`src/rtl/mmu_table_init_if.sv`:
```
// MMU map RAM control bundle: address, read/write strobes, data drive value and its output enable.
interface mmu_table_init_if;
    logic [7:0] addr;
    logic       nRD;
    logic       nWR;
    logic [7:0] dout;
    logic       doe;

    modport master (output addr, nRD, nWR, dout, doe);
    modport slave  (input  addr, nRD, nWR, dout, doe);
endinterface

```
`src/rtl/mmu_table_init.sv`:
```
// Fills every MMU map entry with {CS_FIELD, idx[5:0]} while stalling the CPU through mrdy;
// passes the CPU-side MMU RAM controls straight through when idle.
//
//   state | meaning
//   IDLE  | passthrough, waiting for start or the post-reset auto fill
//   SETUP | address/data/doe driven, nWR high
//   WRITE | nWR low for WR_CYCLES cycles
//   HOLD  | nWR high, address/data held for hold time
//   DONE  | doe released, done set, bus handed back next cycle
module mmu_table_init #(
    parameter int unsigned ENTRIES   = 256,
    parameter int unsigned WR_CYCLES = 2,
    parameter logic [1:0]  CS_FIELD  = 2'b10,
    parameter bit          AUTO_INIT = 1'b1
) (
    input  logic             CLKX4,
    input  logic             nRESET,
    input  logic             start,
    input  logic             clr_done,
    mmu_table_init_if.slave  cpu,
    mmu_table_init_if.master mmu,
    output logic             mrdy,
    output logic             busy,
    output logic             done
);
    typedef enum logic [2:0] {IDLE, SETUP, WRITE, HOLD, DONE} state_t;

    localparam logic [7:0] LAST_IDX  = 8'(ENTRIES - 1);
    localparam logic [2:0] LAST_WCNT = 3'(WR_CYCLES - 1);

    state_t     state, state_nxt;
    logic [7:0] idx, idx_nxt;
    logic [2:0] wcnt, wcnt_nxt;
    logic       busy_nxt, done_nxt;
    logic       auto_pending, auto_nxt;
    logic [7:0] eng_addr, eng_addr_nxt;
    logic [7:0] eng_dout, eng_dout_nxt;
    logic       eng_nwr, eng_nwr_nxt;
    logic       eng_doe, eng_doe_nxt;

    function automatic logic [7:0] fill_word(input logic [7:0] i);
        return {CS_FIELD, i[5:0]};
    endfunction

    always_ff @(posedge CLKX4 or negedge nRESET) begin
        if (!nRESET) begin
            state        <= IDLE;
            idx          <= 8'd0;
            wcnt         <= 3'd0;
            busy         <= 1'b0;
            done         <= 1'b0;
            mrdy         <= 1'b1;
            auto_pending <= AUTO_INIT;
            eng_addr     <= 8'd0;
            eng_dout     <= 8'd0;
            eng_nwr      <= 1'b1;
            eng_doe      <= 1'b0;
        end else begin
            state        <= state_nxt;
            idx          <= idx_nxt;
            wcnt         <= wcnt_nxt;
            busy         <= busy_nxt;
            done         <= done_nxt;
            mrdy         <= !busy_nxt;
            auto_pending <= auto_nxt;
            eng_addr     <= eng_addr_nxt;
            eng_dout     <= eng_dout_nxt;
            eng_nwr      <= eng_nwr_nxt;
            eng_doe      <= eng_doe_nxt;
        end
    end

    always_comb begin
        state_nxt    = state;
        idx_nxt      = idx;
        wcnt_nxt     = wcnt;
        busy_nxt     = busy;
        done_nxt     = done;
        auto_nxt     = auto_pending;
        eng_addr_nxt = eng_addr;
        eng_dout_nxt = eng_dout;
        eng_nwr_nxt  = eng_nwr;
        eng_doe_nxt  = eng_doe;

        if (clr_done) done_nxt = 1'b0;

        unique case (state)
            IDLE: begin
                // start and the auto request are both consumed by one fill
                if (start || auto_pending) begin
                    state_nxt    = SETUP;
                    idx_nxt      = 8'd0;
                    busy_nxt     = 1'b1;
                    auto_nxt     = 1'b0;
                    eng_addr_nxt = 8'd0;
                    eng_dout_nxt = fill_word(8'd0);
                    eng_doe_nxt  = 1'b1;
                    eng_nwr_nxt  = 1'b1;
                end
            end
            SETUP: begin
                state_nxt   = WRITE;
                wcnt_nxt    = 3'd0;
                eng_nwr_nxt = 1'b0;
            end
            WRITE: begin
                if (wcnt == LAST_WCNT) begin
                    state_nxt   = HOLD;
                    eng_nwr_nxt = 1'b1;
                end else begin
                    wcnt_nxt = wcnt + 3'd1;
                end
            end
            HOLD: begin
                if (idx == LAST_IDX) begin
                    state_nxt   = DONE;
                    eng_doe_nxt = 1'b0;
                end else begin
                    state_nxt    = SETUP;
                    idx_nxt      = idx + 8'd1;
                    eng_addr_nxt = idx + 8'd1;
                    eng_dout_nxt = fill_word(idx + 8'd1);
                end
            end
            DONE: begin
                // set wins over a coincident clr_done
                state_nxt = IDLE;
                done_nxt  = 1'b1;
                busy_nxt  = 1'b0;
                idx_nxt   = 8'd0;
            end
            default: state_nxt = IDLE;
        endcase
    end

    always_comb begin
        mmu.addr = busy ? eng_addr : cpu.addr;
        mmu.nRD  = busy ? 1'b1     : cpu.nRD;
        mmu.nWR  = busy ? eng_nwr  : cpu.nWR;
        mmu.dout = busy ? eng_dout : cpu.dout;
        mmu.doe  = busy ? eng_doe  : cpu.doe;
    end
endmodule

```
`src/flat_wrapper.sv`:
```
// flat-port wrapper written by rule: the top's interface ports become plain ports
module mmu_table_init_flat 
#(
    parameter int unsigned ENTRIES   = 256,
    parameter int unsigned WR_CYCLES = 2,
    parameter logic [1:0]  CS_FIELD  = 2'b10,
    parameter bit          AUTO_INIT = 1'b1
)
  (CLKX4, nRESET, start, clr_done, mrdy, busy, done, cpu_addr, cpu_nRD, cpu_nWR, cpu_dout, cpu_doe, mmu_addr, mmu_nRD, mmu_nWR, mmu_dout, mmu_doe);
  mmu_table_init_if cpu_i ();
  mmu_table_init_if mmu_i ();
  input  logic CLKX4;
  input  logic nRESET;
  input  logic start;
  input  logic clr_done;
  output logic mrdy;
  output logic busy;
  output logic done;
  input wire logic [$bits(cpu_i.addr)-1:0] cpu_addr;
  input wire logic [$bits(cpu_i.nRD)-1:0] cpu_nRD;
  input wire logic [$bits(cpu_i.nWR)-1:0] cpu_nWR;
  input wire logic [$bits(cpu_i.dout)-1:0] cpu_dout;
  input wire logic [$bits(cpu_i.doe)-1:0] cpu_doe;
  output wire logic [$bits(mmu_i.addr)-1:0] mmu_addr;
  output wire logic [$bits(mmu_i.nRD)-1:0] mmu_nRD;
  output wire logic [$bits(mmu_i.nWR)-1:0] mmu_nWR;
  output wire logic [$bits(mmu_i.dout)-1:0] mmu_dout;
  output wire logic [$bits(mmu_i.doe)-1:0] mmu_doe;
  assign cpu_i.addr = cpu_addr;
  assign cpu_i.nRD = cpu_nRD;
  assign cpu_i.nWR = cpu_nWR;
  assign cpu_i.dout = cpu_dout;
  assign cpu_i.doe = cpu_doe;
  assign mmu_addr = mmu_i.addr;
  assign mmu_nRD = mmu_i.nRD;
  assign mmu_nWR = mmu_i.nWR;
  assign mmu_dout = mmu_i.dout;
  assign mmu_doe = mmu_i.doe;
  mmu_table_init #(.ENTRIES(ENTRIES), .WR_CYCLES(WR_CYCLES), .CS_FIELD(CS_FIELD), .AUTO_INIT(AUTO_INIT)) u_core (.CLKX4(CLKX4), .nRESET(nRESET), .start(start), .clr_done(clr_done), .cpu(cpu_i), .mmu(mmu_i), .mrdy(mrdy), .busy(busy), .done(done));
endmodule
```
`config.mk`:
```
export PLATFORM = sky130hd
export DESIGN_NAME = mmu_table_init_flat
export DESIGN_NICKNAME = d
export VERILOG_FILES = /design/src/rtl/mmu_table_init_if.sv /design/src/rtl/mmu_table_init.sv /design/src/flat_wrapper.sv
export SDC_FILE = /design/constraint.sdc
export NUM_CORES = 1
export LEC_CHECK = 0
export CORE_UTILIZATION = 40
export CTS_CLUSTER_DIAMETER = 120
export DETAILED_ROUTE_END_ITERATION = 8
export HOLD_SLACK_MARGIN = 0.12
export MAX_ROUTING_LAYER = met4
export PLACE_DENSITY_LB_ADDON = 0.12
export SETUP_SLACK_MARGIN = 0.1
export SLEW_MARGIN = 40
export SYNTH_ARGS = -nofsm -noshare
export SYNTH_HDL_FRONTEND = slang
export SYNTH_SLANG_ARGS = --single-unit
```
`constraint.sdc`:
```
create_clock -name CLKX4 -period 1.45 [get_ports CLKX4]
set_input_delay 0.3625 -clock CLKX4 [delete_from_list [all_inputs] [get_ports CLKX4]]
set_output_delay 0.3625 -clock CLKX4 [all_outputs]
set_load 0.005 [all_outputs]
```
# ---- Word-level counts from Yosys, hierarchy flattened
# Cells that the tools add are included.
# Widths: inputs -> output; s select.
dict set report totals {
  rom_bits 0
  memories 0
  ram_bits 0
  latch_bits 0
  reg_bits 36
}
dict set report op_classes {
  multipliers 0
  reduce_logical 15
  div_mod_pow 0
  magnitude_cmp 0
  muxes 27
  add_sub_neg 2
  bitwise 0
  shift 0
  n_eq_ne 11
}
# operator n
set ops {}
lappend ops {{$mux 8} 6}
lappend ops {{$pmux 8 s2} 2}
lappend ops {{$pmux 8 s3} 1}
lappend ops {{$mux 3} 4}
lappend ops {{$pmux 3 s4} 1}
lappend ops {{$reduce_and 3->1} 4}
lappend ops {{$mux 1} 9}
lappend ops {{$add 8x1->8 const B} 1}
lappend ops {{$eq 8x8->1 const B} 1}
lappend ops {{$eq 3x1->1 const B} 2}
lappend ops {{$eq 3x2->1 const B} 2}
lappend ops {{$ne 2x1->1 const B} 3}
lappend ops {{$pmux 3 s2} 1}
lappend ops {{$reduce_and 2->1} 3}
lappend ops {{$reduce_bool 2->1} 3}
lappend ops {{$reduce_bool 3->1} 2}
lappend ops {{$ne 2x2->1 const B} 2}
lappend ops {{$pmux 1 s2} 2}
lappend ops {{$add 3x1->3 const B} 1}
lappend ops {{$eq 3x3->1 const B} 1}
lappend ops {{$logic_not 3->1} 1}
lappend ops {{$pmux 1 s3} 1}
lappend ops {{$logic_not 1->1} 1}
lappend ops {{$logic_or 1x1->1} 1}

# ---- Depth between registers and ports, before layout
dict set report logic_depth {
  ltp_word 4
  ltp_mapped 6
}

# ---- Worst setup path after synthesis
# Ideal clock, no wire load.
dict set report synth_timing {
  path_kind {register -> register}
  start {register u_core.idx[0]}
  end {register u_core.eng_dout[7]}
  arrival_ns 1.410
  path_slack_ns -0.092
  stages_incl_launch_ff 5
  period_less_slack_ns 1.542
  n_path_buf 1
  cell_sequence {dfrtp_1 ha_1 clkbuf_1 a41oi_4 or3_1}
}
dict set report synth_between {
  elab_chain_len 3
}
# item line
set synth_rtl {}
lappend synth_rtl {{from (decl)} mmu_table_init.sv:32} ;# logic [7:0] idx, idx_nxt;
lappend synth_rtl {{from (signal assigned)} mmu_table_init.sv:60} ;# idx <= idx_nxt;
lappend synth_rtl {{$eq 8x8->1} mmu_table_init.sv:115} ;# if (idx == LAST_IDX) begin
lappend synth_rtl {{$ne 2x2->1 (no source line)} --}
lappend synth_rtl {{$reduce_and 3->1 (no source line)} --}
lappend synth_rtl {{to (signal assigned)} mmu_table_init.sv:67} ;# eng_dout <= eng_dout_nxt;
lappend synth_rtl {{to (decl)} mmu_table_init.sv:37} ;# logic [7:0] eng_dout, eng_dout_nxt;
# Every way passes these cells.
# A chain may end at the register's enable or synchronous reset.

# ---- Final worst setup path
dict set report layout_timing {
  start {register u_core.busy}
  end {output mmu_dout[4]}
}
dict set report layout_between {
  elab_chain_len 1
}
# item line
set layout_rtl {}
lappend layout_rtl {{from (decl)} mmu_table_init.sv:23} ;# output logic busy,
lappend layout_rtl {{from (signal assigned)} mmu_table_init.sv:62} ;# busy <= busy_nxt;
lappend layout_rtl {{$mux 8} mmu_table_init.sv:140} ;# mmu.dout = busy ? eng_dout : cpu.dout;
lappend layout_rtl {{to (decl)} flat_wrapper.sv:27} ;# output wire logic [$bits(mmu_i.dout)-1:0] mmu_dout;
# Every way passes these cells.

==> impl_metrics.tcl <==
set metrics [dict create \
    grt_pass1_wl_um 7160 \
    grt_pass1_vias 1567 \
    synth.ff_latch_count 29 \
    synth_top_flop_cell "dfrtp_1" \
    cap_violations 0 \
    gp_congestion 0.732 \
    tns_ns -3.52 \
    die_width_um 65.3 \
    power_frac_clock_pct 42.6 \
    dp.cells 270 \
    drt-total-wl_um 4540 \
    syn-instance-count 166 \
    dieArea_um2 4260 \
    cts-root-buf "clkbuf_8" \
    seq_power_share_pct 47.7 \
    leakagePower_nw 1.29 \
    grt_max_degree 30 \
    drc_errors 0 \
    synthTopCellsByArea "dfrtp_1 41%, a21o_1 6.1%, dfstp_2 4.9%" \
    p_per_area_nw_per_um2 639 \
    syn-cell-area_um2 1600 \
    cts-buffers-inserted 5 \
    crit_arrival_ns 1.36 \
    cts_hold_buf 0 \
    wire_per_inst_um 15.4 \
    switchingPower_uw 358 \
    finalCritPeriodShare_pct 119 \
    cts_buffer_depth 2 \
    max_freq_mhz 579 \
    min_path_type "primary input to asynchronous set/reset pin" \
    rows 22 \
    cts_tree "done" \
    critical_path_class "flop to output pin" \
    fin_nets 271 \
    post-route-min-period_ns 1.73 \
    portBuffers 44 \
    yosysTopAreaCellShare_pct 40.7 \
    yosysUniqueCellTypes 40 \
    outcome "finished with violations" \
    cts.sinks 29 \
    slew_viol_final 0 \
    syn_area_per_cell_um2 9.64 \
    antenna_cells 0 \
    num_vias 1528 \
    violations "negative setup slack" \
    die_h_um 65.3 \
    irDropWorstVdd_uv 540 \
    area_growth_pct 66.5 \
    grt_use_total_pct 22.8 \
    setup_viol 21 \
    ys_seq_area_share_pct 45.6 \
    critPathRequiredTime_ns 1.09 \
    antenna_found_initial 0 \
    hold_viol 0 \
    timing.slew.headroom_pct 79.0 \
    p_comb_share_pct 9.6 \
    worst_pin_slew_ns 0.313 \
    drive_gt1_share_pct 46.7 \
    swShare_pct 21.0 \
    cp-start-kind "flop" \
    ys.warnings.count 0 \
    fin_hold_ws_ns 0.436 \
    worst_clock_skew_ns 0.00739 \
    start_util_pct 42.7 \
    syn_nets 192 \
    p_int_mw 1.34 \
    postSynth.asyncResetShare_pct 100 \
    worstPathMaxFanout 6 \
    coreArea_um2 3740 \
    clkTransAtPathRegs_ns 0.06 \
    avgViaCountPerCell 5.20 \
    ios 45 \
    postLayoutCoreUtil_pct 71.2 \
    dpl.hpwl_um 2740 \
    rsz0062_at_grt "yes" \
    dr.pass1.iters 4 \
    cp-end-kind "output pin" \
    overflow 0 \
    setup_slack_ns -0.277 \
    htree_levels 2 \
    synth_enable_flop_cells 0 \
    drt_iter0_markers 74 \
    ant_nets 0 \
    insertion_delay_ns 0.28 \
    final_cells 294 \
    yosys.area.top_type "dfrtp_1" \
]
-- sequential cells by signal, summed over array words and instances (netlist names), 3 cells and up --
name             flops
u_core.eng_addr      8
u_core.idx           8
u_core.state         3
u_core.wcnt          3
-- critical path, cell delays in order (launching register included) --
cell	delay, ns
dfrtp_2	0.43
buf_12	0.14
buf_16	0.13
buf_6	0.11
o21ai_2	0.14
buf_2	0.13
-- cell type report --
class	instances	area (um^2)
fill	276	1080
multi-input combinational	113	973
sequential	29	734
timing repair buffer	79	731
clock buffer	7	96.3
inverter	17	63.8
tap	48	60.1
clock inverter	1	5.00
-- Yosys cell counts, drive strengths merged, types with 2 or more instances --
master	count
xnor2	2
o21ai	19
or3	4
inv	17
ha	3
a21o	13
dfstp	3
nor2	8
and2	2
nor3	3
a22o	6
nor2b	4
dfrtp	26
nand3	4
mux2	5
or2	2
a21oi	6
clkbuf	6
nand2	15
xor2	2
nor4	2
o22a	2
-- metrics by stage --
stage / total power, mW / worst slack, ns / area (um^2)
after global placement: 0.991 / -0.424 / 2250
after global routing: 1.78 / -0.326 / 2660
after floorplan: 0.858 / -0.00428 / 1620
after detailed placement: 0.994 / -0.472 / 2250
final: 1.70 / -0.277 / 2660
after CTS: 1.70 / -0.281 / 2480
-- power groups by stage --
stage               logic [mW]  clock network, mW  registers [mW]
floorplan               0.0313                  0           0.826
global placement         0.164                  0           0.826
detailed placement       0.168                  0           0.826
CTS                      0.147              0.744           0.812
global route             0.177              0.788           0.811
finish                   0.164              0.725           0.812
-- cell usage in the layout, fill, tap and decap left out, types with 3 or more instances in the layout --
cell and n:
dfstp_2 3, a21o_1 13, a22o_1 6, dfrtp_2 4
inv_1 16, o21ai_0 5, buf_4 21, clkdlybuf4s50_1 22
clkbuf_8 7, a21oi_2 4, o21ai_2 7, nor2_1 4
nor3_1 3, nand2_1 13, dfrtp_1 22, buf_6 15
buf_2 16, o21ai_1 6, mux2_4 4
-- final timing paths --
kind | start | endpoint | slack, ns | cells past startpoint
max in group asynchronous | nRESET | u_core.mrdy | 0.78 | 2
hold reg to reg | u_core.eng_dout[7] | u_core.eng_dout[7] | 0.49 | 1
setup reg to reg | u_core.wcnt[1] | u_core.state[0] | -0.03 | 6
setup / recovery | u_core.busy | mmu_dout[4] | -0.28 | 5
hold / removal | nRESET | u_core.wcnt[2] | 0.44 | 2
min in group CLKX4 | u_core.eng_dout[7] | u_core.eng_dout[7] | 0.49 | 1
-- kinds of logic (layout without fill, tap and decap cells) --
kind of cell	Yosys count	count (layout)	synth area share, %
AOI/OAI and AO/OA	53	53	24.2
muxes	5	5	3.52
xor gates and xnor gates	4	4	2.19
DFF	29	29	45.6
adders and majority gates	3	3	2.35
buffers and inverters	24	104	5.71
and+or+nand+nor	48	48	16.5
-- per-layer routing --
layer	share of wire, %	global-route usage (%)	up-vias
met5	0	-	-
met4	1.2	8.70	0
met3	5.6	6.25	7
met2	49	38.1	49
met1	44	26.0	723
li1	-	-	749
-- what timing repair did --
action                     CTS  global route
pin swaps                   14            17
setup buffers               10             5
cloned                       2             0
gates resized for setup    107            40
hold endpoints to repair     0             0
setup endpoints to repair   43            43
(Power assumes the default switching activity.)
